`config.mk`:
```
export PLATFORM = sky130hd
export DESIGN_NAME = div_ratio_ctrl
export DESIGN_NICKNAME = d
export VERILOG_FILES = /design/src/rtl/div_ratio_ctrl.sv
export SDC_FILE = /design/constraint.sdc
export NUM_CORES = 1
export LEC_CHECK = 0
export CAP_MARGIN = 20
export CELL_PAD_IN_SITES_DETAIL_PLACEMENT = 2
export CELL_PAD_IN_SITES_GLOBAL_PLACEMENT = 2
export CORE_MARGIN = 3
export CORE_UTILIZATION = 37
export DETAILED_ROUTE_END_ITERATION = 12
export GPL_ROUTABILITY_DRIVEN = 0
export GPL_TIMING_DRIVEN = 0
export PLACE_DENSITY = 0.95
export SYNTH_ARGS = -nofsm -noshare
export SYNTH_HDL_FRONTEND = slang
export SYNTH_SLANG_ARGS = --single-unit
export TNS_END_PERCENT = 30
```
`constraint.sdc`:
```
create_clock -name clk -period 5.2 [get_ports clk]
set_clock_uncertainty 0.05 [all_clocks]
set_input_delay 0.78 -clock clk [delete_from_list [all_inputs] [get_ports clk]]
set_output_delay 0.78 -clock clk [all_outputs]
set_load 0.05 [all_outputs]
```
`src/rtl/div_ratio_ctrl.sv`:
```
// Run-time controller for a programmable clock divider: exact-period divided clock with a
// round-robin arbitrated ratio update that takes effect only at a period boundary.
module div_ratio_ctrl #(
  parameter int unsigned W     = 8,
  parameter int unsigned DEF_N = 10
) (
  input  logic         clk,
  input  logic         r,
  input  logic         en,
  input  logic         req_a,
  input  logic [W-1:0] n_a,
  input  logic         req_b,
  input  logic [W-1:0] n_b,
  output logic         gnt_a,
  output logic         gnt_b,
  output logic         err,
  output logic         busy,
  output logic         o,
  output logic         tick,
  output logic [W-1:0] cur_n
);

  typedef enum logic [1:0] {StIdle, StHi, StLo} state_e;

  state_e       state;
  logic [W-1:0] cnt;
  logic [W-1:0] pend;
  logic         last_b;

  logic [W:0]   hi_len;
  logic [W-1:0] lo_len;
  logic         hi_end;
  logic         lo_end;
  logic         eligible;
  logic         win_a;
  logic         win_b;
  logic [W-1:0] win_n;
  logic         apply;

  // One extra bit so ceil(cur_n/2) cannot overflow at cur_n = 2^W-1.
  always_comb begin
    hi_len   = ({1'b0, cur_n} + (W+1)'(1)) >> 1;
    lo_len   = cur_n >> 1;
    hi_end   = ({1'b0, cnt} == (hi_len - (W+1)'(1)));
    lo_end   = (cnt == (lo_len - W'(1)));
    // A grant last cycle blocks arbitration so the requester can drop req.
    eligible = !busy && !gnt_a && !gnt_b;
    win_a    = req_a && (!req_b || last_b);
    win_b    = req_b && !win_a;
    win_n    = win_a ? n_a : n_b;
    apply    = busy && ((state == StIdle) || (en && (state == StLo) && lo_end));
  end

  always_ff @(posedge clk or posedge r) begin
    if (r) begin
      state  <= StIdle;
      cnt    <= '0;
      o      <= 1'b0;
      tick   <= 1'b0;
      gnt_a  <= 1'b0;
      gnt_b  <= 1'b0;
      err    <= 1'b0;
      busy   <= 1'b0;
      pend   <= '0;
      cur_n  <= W'(DEF_N);
      last_b <= 1'b1;
    end else begin
      tick  <= 1'b0;
      gnt_a <= 1'b0;
      gnt_b <= 1'b0;
      err   <= 1'b0;

      if (!en) begin
        state <= StIdle;
        o     <= 1'b0;
        cnt   <= '0;
      end else begin
        case (state)
          StIdle: begin
            state <= StHi;
            o     <= 1'b1;
            tick  <= 1'b1;
            cnt   <= '0;
          end
          StHi: begin
            if (hi_end) begin
              state <= StLo;
              o     <= 1'b0;
              cnt   <= '0;
            end else begin
              cnt <= cnt + W'(1);
            end
          end
          StLo: begin
            if (lo_end) begin
              state <= StHi;
              o     <= 1'b1;
              tick  <= 1'b1;
              cnt   <= '0;
            end else begin
              cnt <= cnt + W'(1);
            end
          end
          default: begin
            state <= StIdle;
            o     <= 1'b0;
            cnt   <= '0;
          end
        endcase
      end

      // apply needs busy=1 and a grant needs busy=0, so they never collide.
      if (apply) begin
        cur_n <= pend;
        busy  <= 1'b0;
      end

      if (eligible && (win_a || win_b)) begin
        gnt_a <= win_a;
        gnt_b <= win_b;
        // The pointer only moves when a tie is resolved.
        if (req_a && req_b) last_b <= win_b;
        if (win_n >= W'(2)) begin
          pend <= win_n;
          busy <= 1'b1;
        end else begin
          err <= 1'b1;
        end
      end
    end
  end

endmodule

```
### Yosys cells after proc, flatten, opt, wreduce, memory -nomap -nowiden

Cells that the tools add are included.

| storage, ports and cells | value |
|---|---|
| flip-flop bits (word level) | 33 |
| input bits | 21 |
| output and inout port bits | 14 |
| word-level logic and storage cells | 66 |

| cells by class | value |
|---|---|
| $add $sub $neg | 4 |
| $lt $le $gt $ge | 1 |
| equal/unequal tests | 6 |
| muxes and demuxes | 23 |
| reductions and logical operators | 21 |

Operators by type and width:

| operator | number |
|---|---|
| 8-bit two-way mux | 4 |
| 8-bit one-hot mux with 2 select lines | 1 |
| 1-bit two-way mux | 12 |
| 8-bit by 1-bit adder with 9-bit output, second input constant | 1 |
| 8-bit by 9-bit == test with 1-bit output | 1 |
| 1-bit logical AND | 9 |
| 8-bit by 1-bit subtractor with 9-bit output, second input constant | 1 |
| 8-bit by 1-bit adder with 8-bit output, second input constant | 1 |
| 8-bit == test | 1 |
| 8-bit by 2-bit greater-or-equal comparator with 1-bit output, second input constant | 1 |
| 7-bit by 1-bit subtractor with 8-bit output, second input constant | 1 |
| 2-bit two-way mux | 3 |
| 3-bit != test, second input constant | 2 |
| 2-bit one-hot mux with 3 select lines | 1 |
| 2-bit AND reduction | 3 |
| 1-bit logical NOT | 5 |
| 1-bit logical OR | 3 |
| 1-bit one-hot mux with 3 select lines | 1 |
| 2-bit by 1-bit == test with 1-bit output, second input constant | 1 |
| 2-bit == test, second input constant | 1 |
| 2-bit logical NOT | 1 |
| 1-bit one-hot mux with 2 select lines | 1 |

### Longest topological paths before layout

Gate-level depths: netlist of run 1.

| depth | value |
|---|---|
| word-level depth | 8 |
| gate-level depth with buffers | 11 |
| mapped depth without buffers | 10 |

### Worst setup path before layout of run 1

OpenSTA, ideal clock, no wires.

| timing | value |
|---|---|
| path kind | flip-flop to flip-flop |
| from | register cur_n[1] |
| to | register o |
| library setup time | 0.079 ns |
| arrival time | 2.680 ns |
| required time | 5.071 ns |
| path slack | 2.391 ns |
| cell stages (with the launch flop) | 12 |
| path buffers | 1 |
| clock period less this slack | 2.809 ns |
| cells stage by stage | dfstp_2 -> inv_1 -> ha_1 -> clkbuf_1 -> o21ba_2 -> a221oi_1 -> a41oi_1 -> nor3_1 -> o211a_1 -> and2b_2 -> a21oi_4 -> mux2i_1 |

| on the way | value |
|---|---|
| word-level cells in the longest chain between the ends | 5 |
| elaborated cells on any way between the ends | 8 |
| those cells by class | add/sub: 3; eq/ne: 4; reduce/logical: 1 |

RTL lines:

| what | line | source |
|---|---|---|
| start: declaration | 20 | `output logic [W-1:0] cur_n` |
| start signal: assignment | 65 | `cur_n <= W'(DEF_N);` |
| start signal: assignment | 114 | `cur_n <= pend;` |
| 8-bit by 1-bit adder with 9-bit output | 42 | `hi_len = ({1'b0, cur_n} + (W+1)'(1)) >> 1;` |
| 8-bit by 1-bit subtractor with 9-bit output | 44 | `hi_end = ({1'b0, cnt} == (hi_len - (W+1)'(1)));` |
| 8-bit by 9-bit == test with 1-bit output | 44 |  |
| 3-bit != test (no line) | - |  |
| 2-bit AND reduction (no line) (*) | - |  |
| end signal: assignment | 58 | `o <= 1'b0;` |
| end signal: assignment | 75 | `o <= 1'b0;` |
| end signal: assignment | 81 | `o <= 1'b1;` |
| end: declaration | 18 | `output logic o,` |

Mark *: on every way between the ends. The rest lies on a longest branch, timed or not.
A chain may end at the register's enable or synchronous reset.

### Worst setup path in the final report of run 1

Ends and elaborated chain as after synthesis.

==> results_dict.tcl, run 1 <==
set metrics [dict create \
    finalSetupTns_ns 0 \
    synth_area_sq_mm 0.002346 \
    cts_setup_buffers 0 \
    hold_violations 0 \
    worst_ep_required_time_ns 5.37 \
    ir_drop_v 0.0003728 \
    final_nets 313 \
    tightest_slew_ns 0.6450 \
    yosysWarnings 0 \
    setup_viol 0 \
    cts.sinks 33 \
    synth_nets 271 \
    clk-insertion-delay-late_ns 0.29 \
    critical_path_class "flop to flop" \
    vias 1991 \
    fmax_mhz 317.8 \
    antenna_found_initial 0 \
    first_global_vias 2283 \
    p_per_area_mw_per_mm2 608.4 \
    slew_violations 0 \
    place_inst 351 \
    ctsRootBufferMaster "clkbuf_8" \
    area_delta_synth_final_pct 23.36 \
    drt-pass1-iter-count 4 \
    initial_core_util_pct 38.93 \
    clkTransAtPathRegs_ns 0.08 \
    ys_seq_area_share_pct 35.36 \
    postRouteAntennaNets 0 \
    path_cells "inv_1 > ha_1 > clkbuf_1 > o21ba_2 > a221oi_1 > a41oi_1 > nor3_1 > o211a_1 > and2b_2 > a21oi_4 > mux2i_1" \
    critPathMaxStageDelay_ns 0.66 \
    synth_edf_count 0 \
    p_leak_nw 1.225 \
    drtIter0Drc 57 \
    worst_setup_path_start_kind "flop" \
    antenna_cells 0 \
    pin_count 35 \
    total_power_mw 1.761 \
    grt_pass1_wl_um 12320 \
    cts_hold_buffers 0 \
    status "finished, final reports clean" \
    drv_cap 0 \
    gr-total-overflow 0 \
    hold_ws_ns 0.4357 \
    grt_use_total_pct 21.93 \
    drt-total-wl_um 7483 \
    die-width_um 85.63 \
    die_area_sq_mm 0.007332 \
    port_buffers 34 \
    drc 0 \
    cts_htree_levels 2 \
    dp_hpwl_um 5846 \
    synth-seq-cells 33 \
    grt_max_degree 24 \
    cp_max_fo 10 \
    synth_area_per_cell_sq_um 9.734 \
    syn_inst 241 \
    viasPerCell 5.546 \
    async_flop_share_pct 100.0 \
    r2r_slack_ns 2.05 \
    fin_cells 359 \
    hp-class "flop to flop" \
    relSlewSlack_pct 57.00 \
    min_period_ns 3.147 \
    rows 28 \
    cts_tree "done" \
    arrival_ns 3.31 \
    crit_path_end_kind "flop" \
    core_sq_mm 0.006026 \
    dieHeight_um 85.63 \
    cts_inserted_buffers 5 \
    cp_slowest_cell "dfstp_2" \
    fin_crit_sh_pct 60.51 \
    rsz0062_at_grt "no" \
    cts_buffer_depth 2 \
    ys_types 53 \
    n_fill_cell 647 \
    layout-drive-gt1-share_pct 17.61 \
    synthFlopType "dfrtp_1" \
    wl_per_cell_um 20.84 \
    cts_resized 0 \
]
## per-layer routing
metal / part of all wire, % / vias up / wire length (um) / track usage [%]
li1: - / 932 / - / -
met3: 3.1 / 12 / 231 / 4.035
met1: 40 / 1005 / 3030 / 25.37
met4: 2.6 / 0 / 192 / 8.489
met2: 54 / 42 / 4029 / 39.83
met5: 0 / - / 0 / 0
## through the flow
step	utilization (%)	area, sq um	setup slack [ns]
after global placement	46.14	2780	2.222
after CTS	48.03	2894	2.019
after floorplan	-	2346	2.391
after detailed placement	46.59	2808	1.970
after global routing	48.03	2894	1.821
final	48.03	2894	2.053
## Yosys cell counts, types with 2 or more instances
| library cell | number | area share, % |
|---|---|---|
| ha_1 | 9 | 4.8 |
| o21ai_0 | 17 | 3.6 |
| nand3b_1 | 2 | 0.64 |
| nand3_1 | 13 | 2.8 |
| dfrtp_1 | 30 | 32 |
| nor4_1 | 2 | 0.53 |
| mux2i_1 | 12 | 5.1 |
| a21oi_1 | 4 | 0.85 |
| o21ba_2 | 2 | 0.85 |
| nor2_1 | 6 | 0.96 |
| nor2b_1 | 3 | 0.80 |
| and3_1 | 6 | 1.6 |
| nand2_1 | 18 | 2.9 |
| o211a_1 | 2 | 0.85 |
| nor3_1 | 16 | 3.4 |
| a31o_2 | 2 | 0.75 |
| o22ai_1 | 3 | 0.80 |
| nand4_1 | 3 | 0.80 |
| clkbuf_1 | 4 | 0.64 |
| mux2_2 | 8 | 3.8 |
| xnor2_1 | 21 | 7.8 |
| buf_4 | 4 | 1.3 |
| buf_6 | 3 | 1.4 |
| or3_1 | 2 | 0.53 |
| nor4_2 | 2 | 1.1 |
| inv_1 | 11 | 1.8 |
| dfstp_2 | 3 | 3.4 |
| xor2_2 | 2 | 1.4 |
| or2_2 | 2 | 0.53 |
| xor2_1 | 6 | 2.2 |
## critical path, delay by kind of cell, from the launching register on
kind | cells | cell delay [ns]
compound gates | 5 | 1.16
fa+ha+maj | 1 | 0.21
buf+inv | 2 | 0.30
flops | 1 | 0.66
mux | 1 | 0.23
simple gates | 2 | 0.45
## worst paths after layout
kind | start | to | depth (start not counted)
worst max-delay path | cur_n[1] | o | 11
worst min-delay path | pend[7] | pend[7] | 2
worst max register to register | cur_n[1] | o | 11
worst min register to register | pend[7] | pend[7] | 2
max in group asynchronous | r | last_b | 3
min in group asynchronous | r | tick | 2
## layout make-up
cell class,count,area (sq um),share of cell area [%]
Tap cell,75,93.84,3.243
Inverter,11,41.29,1.427
Timing Repair Buffer,35,367.9,12.71
Sequential cell,33,829.5,28.66
Clock buffer,5,68.82,2.378
Buffer,13,97.59,3.372
Clock inverter,3,17.52,0.6053
Multi-Input combinational cell,184,1378,47.60
## placed cells by master, fill, tap and decap left out, types with 3 or more instances in the layout
| cell type | instances |
|---|---|
| ha_1 | 9 |
| o22ai_1 | 3 |
| xnor2_1 | 21 |
| buf_4 | 4 |
| mux2i_1 | 12 |
| nor3_1 | 16 |
| nand3_1 | 13 |
| o21ai_0 | 17 |
| dfstp_2 | 3 |
| nand4_1 | 3 |
| clkbuf_8 | 6 |
| mux2_2 | 8 |
| xor2_1 | 6 |
| nor2b_1 | 3 |
| inv_1 | 11 |
| clkbuf_1 | 4 |
| a21oi_1 | 4 |
| clkdlybuf4s50_1 | 34 |
| nor2_1 | 6 |
| nand2_1 | 18 |
| buf_6 | 3 |
| dfrtp_1 | 30 |
| and3_1 | 6 |
## power breakdown
part / internal (mW) / leakage [nW] / switching [mW] / total, mW
Sequential: 0.353 / 0.420 / 0.0998 / 0.453
Clock: 0.0924 / 0.0439 / 0.100 / 0.193
Combinational: 0.448 / 0.761 / 0.667 / 1.12
Total: 0.893 / 1.22 / 0.867 / 1.76
## kinds of logic after synthesis
kind of cell	after synthesis	share of synthesized area (%)
multiplexers	20	8.960
adder cells (fa/ha/maj)	9	4.800
flip-flops	33	35.36
AND/OR/NAND/NOR	84	20.53
XOR/XNOR	29	11.47
buffers and inverters	24	5.919
AO/OA/AOI/OAI	42	12.96
## sequential cells by signal (all words and copies together), names as in the netlist
signal	count
cnt	8
cur_n	8
pend	8
state	2
busy	1
err	1
gnt_a	1
gnt_b	1
last_b	1
o	1
tick	1
Power figures use the tool's default switching activity.
==> inputs of run 2 (changes only) <==
Settings changed: CORE_UTILIZATION 37 to 34, PLACE_DENSITY 0.95 to 0.91.
Clock period 5.2 ns to 3 ns, I/O delays scaled along.
==> run 2 against run 1 <==
  * Clock power rose by 130%
  * Via count is 0.90% higher
  * First-iteration DRC count increased by 44%
  * Largest cell class unchanged
  * Sequential share of layout area down 0.67 points
  * Utilization shrank 2.7 points
  * Register-to-register slack lost 1.9 ns
  * Worst setup slack got worse by 1.9 ns
  * Maximum frequency increased by 12%
  * Total power increased by 82%
  * Non-clock buffer count is 2 higher
  * Sequential power is 71% higher
==> results_dict.tcl, run 2 (synthesis gave the netlist of run 1 again) <==
set metrics [dict create \
    grt_pass1_wl_um 12140 \
    arrival_ns 2.91 \
    drt-pass1-iter-count 4 \
    ctsRootBufferMaster "clkbuf_8" \
    p_per_area_mw_per_mm2 1082 \
    tightest_slew_ns 0.6408 \
    cts_buffer_depth 2 \
    r2r_start "cur_n[1]" \
    cp_slowest_cell "dfstp_2" \
    initial_core_util_pct 35.92 \
    ir_drop_v 0.0004376 \
    r2r_cells 11 \
    clk-insertion-delay-late_ns 0.29 \
    path_cells "ha_1 > xnor2_1 > ha_2 > nand3_1 > a21oi_1 > mux2i_1 > nor4_2 > o211ai_2 > a21oi_4 > buf_12 > nor3_1" \
    hp-class "input port to async pin" \
    area_delta_synth_final_pct 26.29 \
    cts.sinks 33 \
    sw_frac_of_total_pct 46.42 \
    die_area_sq_mm 0.007933 \
    power_frac_comb_pct 62.2 \
    clkPwrFrac_pct 13.7 \
    drv_cap 0 \
    r2r_end "cnt[6]" \
    min_period_ns 2.799 \
    design_area_sq_mm 0.002963 \
    critPathMaxStageDelay_ns 0.63 \
    relSlewSlack_pct 57.28 \
    final_nets 315 \
    slew_violations 0 \
    crit_path_end_kind "flop" \
    dp_hpwl_um 5459 \
    core_sq_mm 0.006531 \
    setup_viol 0 \
    status "finished, final reports clean" \
    grt_max_degree 23 \
    finalSetupTns_ns 0 \
    drtIter0Drc 82 \
    placed_area_sq_mm 0.002810 \
    viasPerCell 5.534 \
    final_cell_mix "clkdlybuf4s50_1 (34), dfrtp_1 (30), xnor2_1 (21)" \
    mostFrequentLayoutCell "clkdlybuf4s50_1" \
    grt_use_total_pct 20.18 \
    drt-total-wl_um 7219 \
    layout-drive-gt1-share_pct 18.88 \
    drc 0 \
    pin_count 35 \
    cts_htree_levels 2 \
    port_buffers 34 \
    wl_per_cell_um 19.89 \
    fin_crit_sh_pct 93.28 \
    die-width_um 89.07 \
    seqPwrFrac_pct 24.1 \
    postRouteAntennaNets 0 \
    rows 29 \
    cts_inserted_buffers 5 \
    gr-total-overflow 0 \
    critical_path_class "flop to flop" \
    first_global_vias 2344 \
    antenna_cells 0 \
    cts_tree "done" \
    antenna_found_initial 0 \
    cts_hold_buffers 0 \
    vias 2009 \
    p_leak_nw 1.254 \
    worst_setup_path_start_kind "flop" \
    fmax_mhz 357.3 \
    internal_power_mw 1.718 \
    clkTransAtPathRegs_ns 0.08 \
    r2r_slack_ns 0.20 \
    switchingPower_mw 1.488 \
    dieHeight_um 89.07 \
    reg.largest.list "cnt x8, cur_n x8, pend x8" \
    worst_ep_required_time_ns 3.11 \
    hold_violations 0 \
    cp_max_fo 8 \
]
## run 2: power groups by stage
stage               Clock, mW  Combinational, mW  Sequential (mW)
finish                  0.440               1.99            0.773
global route            0.473               2.17            0.801
CTS                     0.449               1.97            0.777
detailed placement          0               1.90            0.779
global placement            0               1.79            0.758
floorplan                   0               1.14            0.994
## run 2: how the worst max path moves through the flow
| stage | startpoint | to | slack [ns] | cells past startpoint |
|---|---|---|---|---|
| after global placement | cur_n[1] | o | 0.05 | 10 |
| after CTS | cur_n[1] | cnt[1] | 0.003 | 12 |
| after detailed placement | cur_n[1] | state[0] | -0.09 | 11 |
| after floorplan | cur_n[1] | o | 0.19 | 11 |
| final | cur_n[1] | cnt[6] | 0.20 | 11 |
| after global routing | cur_n[1] | cnt[3] | -0.01 | 11 |
## run 2: layout make-up
| class | instances | area [sq um] |
|---|---|---|
| Multi-Input combinational cell | 184 | 1383 |
| Inverter | 11 | 41.29 |
| Clock buffer | 7 | 86.33 |
| Buffer | 12 | 93.84 |
| Clock inverter | 1 | 30.03 |
| Tap cell | 77 | 96.34 |
| Fill cell | 699 | 3568 |
| Timing Repair Buffer | 38 | 402.9 |
| Sequential cell | 33 | 829.5 |
## run 2: metrics by stage
step / worst slack [ns] / hold WS, ns / util [%] / instances / power, mW
final: 0.2015 / 0.4568 / 45.36 / 363 / 3.206
after global routing: -0.01223 / 0.4929 / 45.36 / 363 / 3.439
after CTS: 0.003022 / 0.4587 / 45.11 / 362 / 3.195
after detailed placement: -0.08731 / 0.4415 / 43.03 / 353 / 2.677
after global placement: 0.04526 / 0.4150 / 42.61 / 352 / 2.546
after floorplan: 0.1910 / 0.3960 / - / 241 / 2.133
## run 2: per-layer routing
metal  vias up  wire [um]  track usage, %
met1      1007       3006           24.00
li1        944          -               -
met3        14        261           4.332
met4         0        160           6.631
met2        44       3790           36.10
met5         -          0               0
## run 2: what timing repair did
| action | in CTS | in global routing |
|---|---|---|
| gates resized for setup | 0 | 2 |
| setup endpoints to repair | 6 | 19 |
| pin swaps | 0 | 4 |
| buffers inserted | 1 | 2 |
## run 2: worst max-delay path: cells and delay by family, from the launching register on
| kind | cells | cell delay, ns |
|---|---|---|
| flip-flops | 1 | 0.63 |
| AND/OR/NAND/NOR | 3 | 0.46 |
| buffers and inverters | 1 | 0.16 |
| XOR/XNOR | 1 | 0.19 |
| adder cells (fa/ha/maj) | 2 | 0.48 |
| multiplexers | 1 | 0.11 |
| AO/OA/AOI/OAI | 3 | 0.62 |
